[config.mk]
export PLATFORM = sky130hd
export DESIGN_NAME = rp_acq_trig_ctrl
export DESIGN_NICKNAME = d
export VERILOG_FILES = /design/src/rtl/rp_acq_trig_ctrl.sv
export SDC_FILE = /design/constraint.sdc
export NUM_CORES = 1
export LEC_CHECK = 0
export BUFFER_PORTS_ARGS = -buffer_cell sky130_fd_sc_hd__buf_4
export CAP_MARGIN = 0
export CORE_AREA = 2 2 117 119
export CTS_BUF_LIST = sky130_fd_sc_hd__clkbuf_8
export DETAILED_ROUTE_END_ITERATION = 8
export DIE_AREA = 0 0 119 121
export PLACE_DENSITY = 0.88
export SKIP_CTS_REPAIR_TIMING = 1
export SLEW_MARGIN = 0
export SYNTH_ARGS = -nofsm -noshare
export SYNTH_HDL_FRONTEND = slang
export SYNTH_SLANG_ARGS = --single-unit
[constraint.sdc]
create_clock -name adc_clk_i -period 16.42 [get_ports adc_clk_i]
set_clock_uncertainty 0.15 [all_clocks]
set_input_delay 4.926 -clock adc_clk_i [delete_from_list [all_inputs] [get_ports adc_clk_i]]
set_output_delay 4.926 -clock adc_clk_i [all_outputs]
set_load 0.05 [all_outputs]
[src/rtl/rp_acq_trig_ctrl.sv]
// Acquisition trigger controller: source select, arm/pre/wait/post
// sequencing, capture write enable and wrapping buffer write pointer.
module rp_acq_trig_ctrl #(
  parameter int AW = 14,
  parameter int CW = 32
) (
  input  logic          adc_clk_i,
  input  logic          adc_rst_i,
  input  logic          adc_dv_i,
  input  logic          arm_i,
  input  logic          abort_i,
  input  logic [2:0]    trig_sel_i,
  input  logic          trig_man_i,
  input  logic          trig_a_p_i,
  input  logic          trig_a_n_i,
  input  logic          trig_b_p_i,
  input  logic          trig_b_n_i,
  input  logic          trig_ext_p_i,
  input  logic          trig_ext_n_i,
  input  logic [CW-1:0] pre_cnt_i,
  input  logic [CW-1:0] post_dly_i,
  output logic          acq_we_o,
  output logic [AW-1:0] acq_wp_o,
  output logic [AW-1:0] trig_wp_o,
  output logic          trig_o,
  output logic [2:0]    state_o,
  output logic          done_o
);

  typedef enum logic [2:0] {
    S_IDLE = 3'd0,
    S_PRE  = 3'd1,
    S_WAIT = 3'd2,
    S_POST = 3'd3,
    S_DONE = 3'd4
  } state_t;

  state_t        r_state;
  state_t        w_state_nxt;
  logic [2:0]    r_sel;
  logic [CW-1:0] r_pre;
  logic [CW-1:0] r_post;
  logic [CW-1:0] r_cnt;
  logic [CW-1:0] w_cnt_nxt;
  logic [CW-1:0] w_pre_inc;
  logic [AW-1:0] r_wp;
  logic [AW-1:0] r_trig_wp;
  logic          r_trig;
  logic          w_trig_sel;
  logic          w_arm_ok;
  logic          w_accept;
  logic          w_we;

  // Trigger source mux, driven by the selection captured at arm
  always_comb begin
    w_trig_sel = 1'b0;
    case (r_sel)
      3'd1:    w_trig_sel = trig_man_i;
      3'd2:    w_trig_sel = trig_a_p_i;
      3'd3:    w_trig_sel = trig_a_n_i;
      3'd4:    w_trig_sel = trig_b_p_i;
      3'd5:    w_trig_sel = trig_b_n_i;
      3'd6:    w_trig_sel = trig_ext_p_i;
      3'd7:    w_trig_sel = trig_ext_n_i;
      default: w_trig_sel = 1'b0;
    endcase
  end

  assign w_we = adc_dv_i &&
    (r_state == S_PRE || r_state == S_WAIT || r_state == S_POST);

  assign w_arm_ok = arm_i && !abort_i &&
    (r_state == S_IDLE || r_state == S_DONE);

  assign w_accept = (r_state == S_WAIT) && w_trig_sel && !abort_i;

  // Pre-trigger count saturates instead of wrapping
  assign w_pre_inc = (adc_dv_i && r_cnt != {CW{1'b1}}) ?
    r_cnt + CW'(1) : r_cnt;

  // Next-state and sample counter update
  always_comb begin
    w_state_nxt = r_state;
    w_cnt_nxt   = r_cnt;
    if (abort_i) begin
      w_state_nxt = S_IDLE;
      w_cnt_nxt   = '0;
    end else begin
      case (r_state)
        S_IDLE, S_DONE: begin
          if (arm_i) begin
            w_cnt_nxt   = '0;
            w_state_nxt = (pre_cnt_i == '0) ? S_WAIT : S_PRE;
          end
        end
        S_PRE: begin
          w_cnt_nxt = w_pre_inc;
          if (w_pre_inc >= r_pre) w_state_nxt = S_WAIT;
        end
        S_WAIT: begin
          if (w_accept) begin
            w_cnt_nxt   = r_post;
            w_state_nxt = (r_post == '0) ? S_DONE : S_POST;
          end
        end
        S_POST: begin
          if (adc_dv_i) begin
            w_cnt_nxt = r_cnt - CW'(1);
            if (r_cnt <= CW'(1)) w_state_nxt = S_DONE;
          end
        end
        default: w_state_nxt = S_IDLE;
      endcase
    end
  end

  // State, counters, pointers and configuration capture
  always_ff @(posedge adc_clk_i or posedge adc_rst_i) begin
    if (adc_rst_i) begin
      r_state   <= S_IDLE;
      r_cnt     <= '0;
      r_sel     <= '0;
      r_pre     <= '0;
      r_post    <= '0;
      r_wp      <= '0;
      r_trig_wp <= '0;
      r_trig    <= 1'b0;
    end else begin
      r_state <= w_state_nxt;
      r_cnt   <= w_cnt_nxt;
      r_trig  <= w_accept;
      if (w_we) r_wp <= r_wp + AW'(1);
      if (w_accept) r_trig_wp <= r_wp;
      if (w_arm_ok) begin
        r_sel  <= trig_sel_i;
        r_pre  <= pre_cnt_i;
        r_post <= post_dly_i;
      end
    end
  end

  assign acq_we_o  = w_we;
  assign acq_wp_o  = r_wp;
  assign trig_wp_o = r_trig_wp;
  assign trig_o    = r_trig;
  assign state_o   = r_state;
  assign done_o    = (r_state == S_DONE);

endmodule

==> results of run 1 <==
## power groups by stage
stage / clock [mW] / combinational [mW] / sequential [mW]
after CTS: 0.279 / 0.677 / 0.537
after global placement: 0 / 0.645 / 0.536
after detailed placement: 0 / 0.670 / 0.542
after global routing: 0.295 / 0.744 / 0.553
after floorplan: 0 / 0.484 / 0.535
final: 0.276 / 0.689 / 0.542
## cell usage after synthesis, types with 6 or more instances
cell | count | area (sq um)
a21o_1 | 6 | 45.04
clkbuf_1 | 56 | 210.2
mux2_2 | 51 | 574.3
and4_1 | 8 | 70.07
a22oi_1 | 6 | 45.04
dfrtp_1 | 131 | 3278
and3_1 | 13 | 81.33
o211ai_1 | 7 | 52.55
nand2_1 | 92 | 345.3
a21oi_1 | 35 | 175.2
nand2b_1 | 7 | 43.79
xor2_1 | 29 | 254.0
a221oi_1 | 6 | 52.55
o21ai_0 | 67 | 335.3
ha_1 | 36 | 450.4
a22o_1 | 10 | 87.58
inv_1 | 45 | 168.9
buf_2 | 8 | 40.04
nand3_1 | 21 | 105.1
nand4_1 | 27 | 168.9
nor2_1 | 52 | 195.2
o2bb2ai_1 | 6 | 52.55
nor4_1 | 37 | 231.5
xnor2_1 | 27 | 236.5
nor3_1 | 18 | 90.09
## stage by stage
| stage | power (mW) | setup WS, ns | utilization |
|---|---|---|---|
| detailed placement | 1.213 | 5.122 | 0.7084 |
| finish | 1.507 | 4.991 | 0.7384 |
| CTS | 1.493 | 5.047 | 0.7384 |
| global route | 1.593 | 4.905 | 0.7384 |
| floorplan | 1.019 | 4.779 | - |
| global placement | 1.181 | 5.160 | 0.7084 |
## logic make-up after synthesis
logic type,Yosys count,share of synthesized area
AO/OA/AOI/OAI,210,0.1710
XOR/XNOR,56,0.05838
adder cells (fa/ha/maj),36,0.05361
buffers and inverters,116,0.05718
flip-flops,131,0.3902
multiplexers,56,0.07640
AND/OR/NAND/NOR,312,0.1933
## metal layers
metal	wire (um)	GRT usage
met5	0	0
met4	751	0.1399
met3	2868	0.09305
met2	10930	0.5255
met1	9717	0.4726
## worst max path at each step
| stage | start | end | slack (ns) | depth (start not counted) |
|---|---|---|---|---|
| after floorplan | adc_dv_i | acq_we_o | 4.78 | 3 |
| after global placement | adc_dv_i | acq_we_o | 5.16 | 4 |
| after detailed placement | adc_dv_i | acq_we_o | 5.12 | 4 |
| after CTS | adc_dv_i | acq_we_o | 5.05 | 4 |
| after global routing | adc_dv_i | acq_we_o | 4.90 | 4 |
| final | adc_dv_i | acq_we_o | 4.99 | 4 |
## state kept, by name, summed over array words and instances, names as in the netlist
signal     cells
r_post        32
r_cnt         32
state_o        3
r_pre         32
trig_o         1
trig_wp_o     14
r_sel          3
acq_wp_o      14
## cell type report
type	instances	area, sq um	area share
repair buffers	125	938.4	0.09713
clock buffers	17	234.0	0.02422
clock inverters	15	158.9	0.01645
flip-flops and latches	131	3278	0.3393
well taps	176	220.2	0.02279
inverters	45	171.4	0.01774
multi-input cells	670	4661	0.4824
## worst reg2reg max path, cell delays in order, from the launching register on
cell and delay [ns]:
dfrtp_1 0.57, ha_1 0.34, nand4_1 0.31, nor3_1 0.48
a31oi_1 0.49, o21ai_0 0.51, ha_1 0.31, a2111oi_0 0.45
o211ai_1 0.17, o311a_1 0.39, o22ai_2 0.17, mux2_4 0.32
==> metrics.cfg, run 1 <==
[outcome]
status=complete, no violations

[floorplan]
start_util=0.6421
die_h_um=121
die_w_um=119
die_area_sq_mm=0.01440
core_sq_mm=0.01309
rows=42
ioPinCount=113

[sta]
holdWs_ns=0.3560
min_period_ns=11.43
tns_ns=0
rsz0062_at_grt=no
final-hold-violation-count=0
fmax_mhz=87.49
worst_pin_slew_ns=1.143
drv_slew=0
setup_viol=0
period_share=0.6961
slew_headroom=0.2343

[critical_path]
rr_worst_depth=11
rrSetupSlack_ns=11.65
cp_data_arrival_time_ns=6.35
crit_family=simple AND/OR/NAND/NOR gates
cp_cell_sequence=buf_4 > inv_1 > nor3_1 > buf_4
crit_type=in -> out
rr_startpoint=r_cnt[0]
critPathMaxStageDelay_ns=0.82
crit_top_cell=buf_4
rr_endpoint=state_o[1]
endpoint_kind=output port
path_max_fanout=8
crit_buf_inv=3
required_ns=11.34
cp-start-kind=primary input
crit_path_top_delay_cell=nor3_1

[synthesis]
synth-async-reset-ratio=1.000
ys_types=78
syn_inst=917
synth_ff_type=dfrtp_1
synth.avg_cell_area_sq_um=9.162
netlist_area_sq_mm=0.008402
synth_edf_count=0
synth.ff_latch_count=131
syn_nets=1032
ys_seq_area_frac=0.3902
yosys_warnings=0

[final_layout]
fillers=942
layout_common_cells=131 x dfrtp_1, 125 x buf_4, 92 x nand2_1
final_cells=1179
nets=1105
layout_commonest_cell=dfrtp_1
diodes=0
final_area_sq_mm=0.009662
syn2layout_area_growth_pct=15.00
final_layout_size_suffix_gt1_frac=0.2273

[drt]
wl_per_cell_um=20.58
ant_nets=0
vias_per_cell=6.672
drt_first_iter_violations=1001
vias=7866
drc_errors=0
routed_wl_um=24270
firstDrtPassIters=8

[clock_tree]
path_clk_slew_ns=0.07
cts_tree=done
cts.sinks=131
cts-root-buf=clkbuf_8
h-tree-depth=4
clock_latency_ns=0.46
clockBufferDepth=2
cts_inserted_buffers=17

[global_route]
grt_max_degree=83
grt_pass1_vias=7506
grt_pass1_wl_um=38990
overflow=0
antenna_found_initial=0
grt_usage=0.3460

[placement]
dp_hpwl_um=17150
dp.cells=1147
gp_congestion=1.018
io_buffers=112
placed_cell_area_sq_mm=0.009269

[pwr]
net-switching-power_mw=0.6668
comb_power_share=0.457
p_leak_nw=4.446
vdd_ir_drop_max_uv=133.7
seqPwrFrac=0.360
p_clk_frac=0.183
power.internal_mw=0.8406
switching_share=0.4423
p_per_area_mw_per_mm2=156.0

[hold_path]
min_to=acq_wp_o[13]
min_path_type=reg -> reg
worstHoldStart=acq_wp_o[13]
whs_path_depth=1

[run]
cap_viol_max_count=0

No activity file was read; power rests on OpenSTA's default activity.
==> run 2, diff against run 1 <==
Settings changed: ABC_AREA set to 1, CORE_AREA 2 2 117 119 to 2 2 128 130, DIE_AREA 0 0 119 121 to 0 0 130 132, PLACE_DENSITY 0.88 to 0.83.
Clock period 16.42 ns to 11.8 ns, I/O delays scaled along.
==> run 2 against run 1 <==
  * Routed wire length is 14% higher
  * Via count is 20% higher
  * Die area is 19% higher
  * Clock-buffer cell count stayed put
  * Non-clock buffer count is 6 lower
  * Synthesized cell count is 54% higher
  * Combinational power is 86% higher
  * Largest cell class unchanged
  * Highest routed layer unchanged
==> metrics.cfg, run 2 <==
[pwr]
p_leak_nw=5.672
p_per_area_mw_per_mm2=228.9
vdd_ir_drop_max_uv=217.1
p_total_mw=2.442

[global_route]
grt_max_degree=71
antenna_found_initial=0
grt_usage=0.3332
overflow=0
grt_pass1_wl_um=44590
grt_pass1_vias=8824

[placement]
gp_congestion=0.9793
io_buffers=112
dp_hpwl_um=20450

[clock_tree]
h-tree-depth=4
path_clk_slew_ns=0.08
clockBufferDepth=2
cts_inserted_buffers=17
cts_tree=done
cts.sinks=131
clock_latency_ns=0.47
cts-root-buf=clkbuf_8

[synthesis]
synth-simple-area-share=0.3594
synth_ff_type=dfrtp_1
synth.avg_cell_area_sq_um=6.650
synth_compound_area_frac=0.09055
yosys_warnings=0
ys_top_cells_by_area=dfrtp_1 35%, nand2_1 16%, nand3_1 7.9%, inv_1 7.3%, nor2_1 6.7%
synth_edf_count=0
synth_top_area_cell=dfrtp_1
netlist_area_sq_mm=0.009410
yosys.cell_count.top_type=nand2_1
synthMuxAreaShare=0.01436
synth_common_cells=408 x nand2_1, 183 x inv_1, 167 x nor2_1
synth.ff_latch_count=131
synth_top_family_by_area=simple AND/OR/NAND/NOR gates
synth-xor-area-share=0.02699
synth_top_area_share=0.3484
synth-async-reset-ratio=1.000
syn_nets=1530
ys_seq_area_frac=0.3484
syn_inst=1415
ys_types=43
synth_fa_ha_area_frac=0.04787

[sta]
fmax_mhz=125.5
slew_headroom=0.3426
min_period_ns=7.966
tns_ns=0
period_share=0.6751
drv_slew=0
final-hold-violation-count=0
setup_viol=0
worst_pin_slew_ns=0.9850
rsz0062_at_grt=no

[outcome]
status=complete, no violations

[drt]
wl_met1_um=11460
wl_per_cell_um=16.03
firstDrtPassIters=8
drc_errors=0
routed_wl_um=27550
drt_first_iter_violations=1052
vias=9443
vias_per_cell=5.497
ant_nets=0
route.met2.wl_um=12370
maxUsedRoutingLayer=met4
wl_met3_um=2551

[critical_path]
crit_type=in -> out
cp_data_arrival_time_ns=4.28
cp-start-kind=primary input
rr_endpoint=state_o[2]
rrSetupSlack_ns=7.47
rr_startpoint=r_cnt[0]
required_ns=8.11
path_max_fanout=5
crit_start=adc_dv_i
crit_end=acq_we_o
rr_worst_depth=19
endpoint_kind=output port

[floorplan]
ioPinCount=113
die_h_um=132
core_sq_mm=0.01571
start_util=0.5989
die_area_sq_mm=0.01716
rows=46
die_w_um=130

[final_layout]
final_layout_size_suffix_gt1_frac=0.1325
layout_common_cells=408 x nand2_1, 183 x inv_1, 167 x nor2_1
diodes=0
nets=1605
top_regs=r_cnt (32), r_post (32), r_pre (32)
layout_commonest_cell=nand2_1
syn2layout_area_growth_pct=13.38

[hold_path]
min_path_type=reg -> reg
whs_path_depth=2

[run]
cap_viol_max_count=0

## run 2: cell count changes in the layout (fill, tap and decap cells not counted), moves of 14 or more
cell | previous run | this run
nor2_1 | 51 | 167
a21oi_1 | 35 | 67
nand3_1 | 21 | 147
nor4_1 | 37 | 1
inv_1 | 46 | 183
mux2_2 | 51 | 12
nand2_1 | 92 | 408
and2_1 | 5 | 19
o21ai_1 | 0 | 17
nand4_1 | 27 | 11
xnor2_1 | 27 | 6
## run 2: critical path, cell delays in order
cell,delay (ns)
buf_4,0.15
nand2_1,0.19
inv_1,0.18
buf_4,0.22
## run 2: worst min path at each step
| stage | endpoint | from | slack, ns |
|---|---|---|---|
| after floorplan | r_pre[10] | r_pre[10] | 0.30 |
| after global placement | r_pre[3] | r_pre[3] | 0.32 |
| after detailed placement | r_pre[3] | r_pre[3] | 0.32 |
| after CTS | r_pre[3] | r_pre[3] | 0.34 |
| after global routing | r_pre[31] | r_pre[31] | 0.36 |
| final | r_pre[30] | r_pre[30] | 0.34 |
## run 2: metrics by stage
step                instances    util  hold WS (ns)  cell area (sq um)  worst slack, ns
floorplan                1415       -        0.3030               9410            4.075
global placement         1687  0.6527        0.3180              10260            3.872
detailed placement       1687  0.6527        0.3226              10260            3.870
CTS                      1718  0.6790        0.3427              10670            3.844
global route             1718  0.6790        0.3596              10670            3.796
finish                   1718  0.6790        0.3405              10670            3.834
## run 2: cell families (layout without fill, tap and decap cells)
logic type / after synthesis / count (layout)
compound gates: 160 / 160
fa+ha+maj: 36 / 36
mux: 12 / 12
xor+xnor: 29 / 29
flops: 131 / 131
simple gates: 794 / 794
buf+inv: 253 / 340
## run 2: power breakdown
part	internal, mW	switching (mW)	leakage [nW]
Clock	0.211	0.203	0.210
Combinational	0.411	0.866	3.85
Sequential	0.609	0.143	1.61
Total	1.23	1.21	5.67
## run 2: layout make-up
class	instances	area (sq um)
sequential	131	3278
clock inverter	14	178.9
timing repair buffer	119	893.4
tap	216	270.3
inverter	190	715.7
multi-input combinational	1031	5099
clock buffer	17	234.0
fill	1377	5044
## run 2: per-layer routing
metal	GRT usage	vias up
met5	0	-
met4	0.1338	0
li1	-	4600
met1	0.4503	4329
met3	0.08279	74
met2	0.5128	440
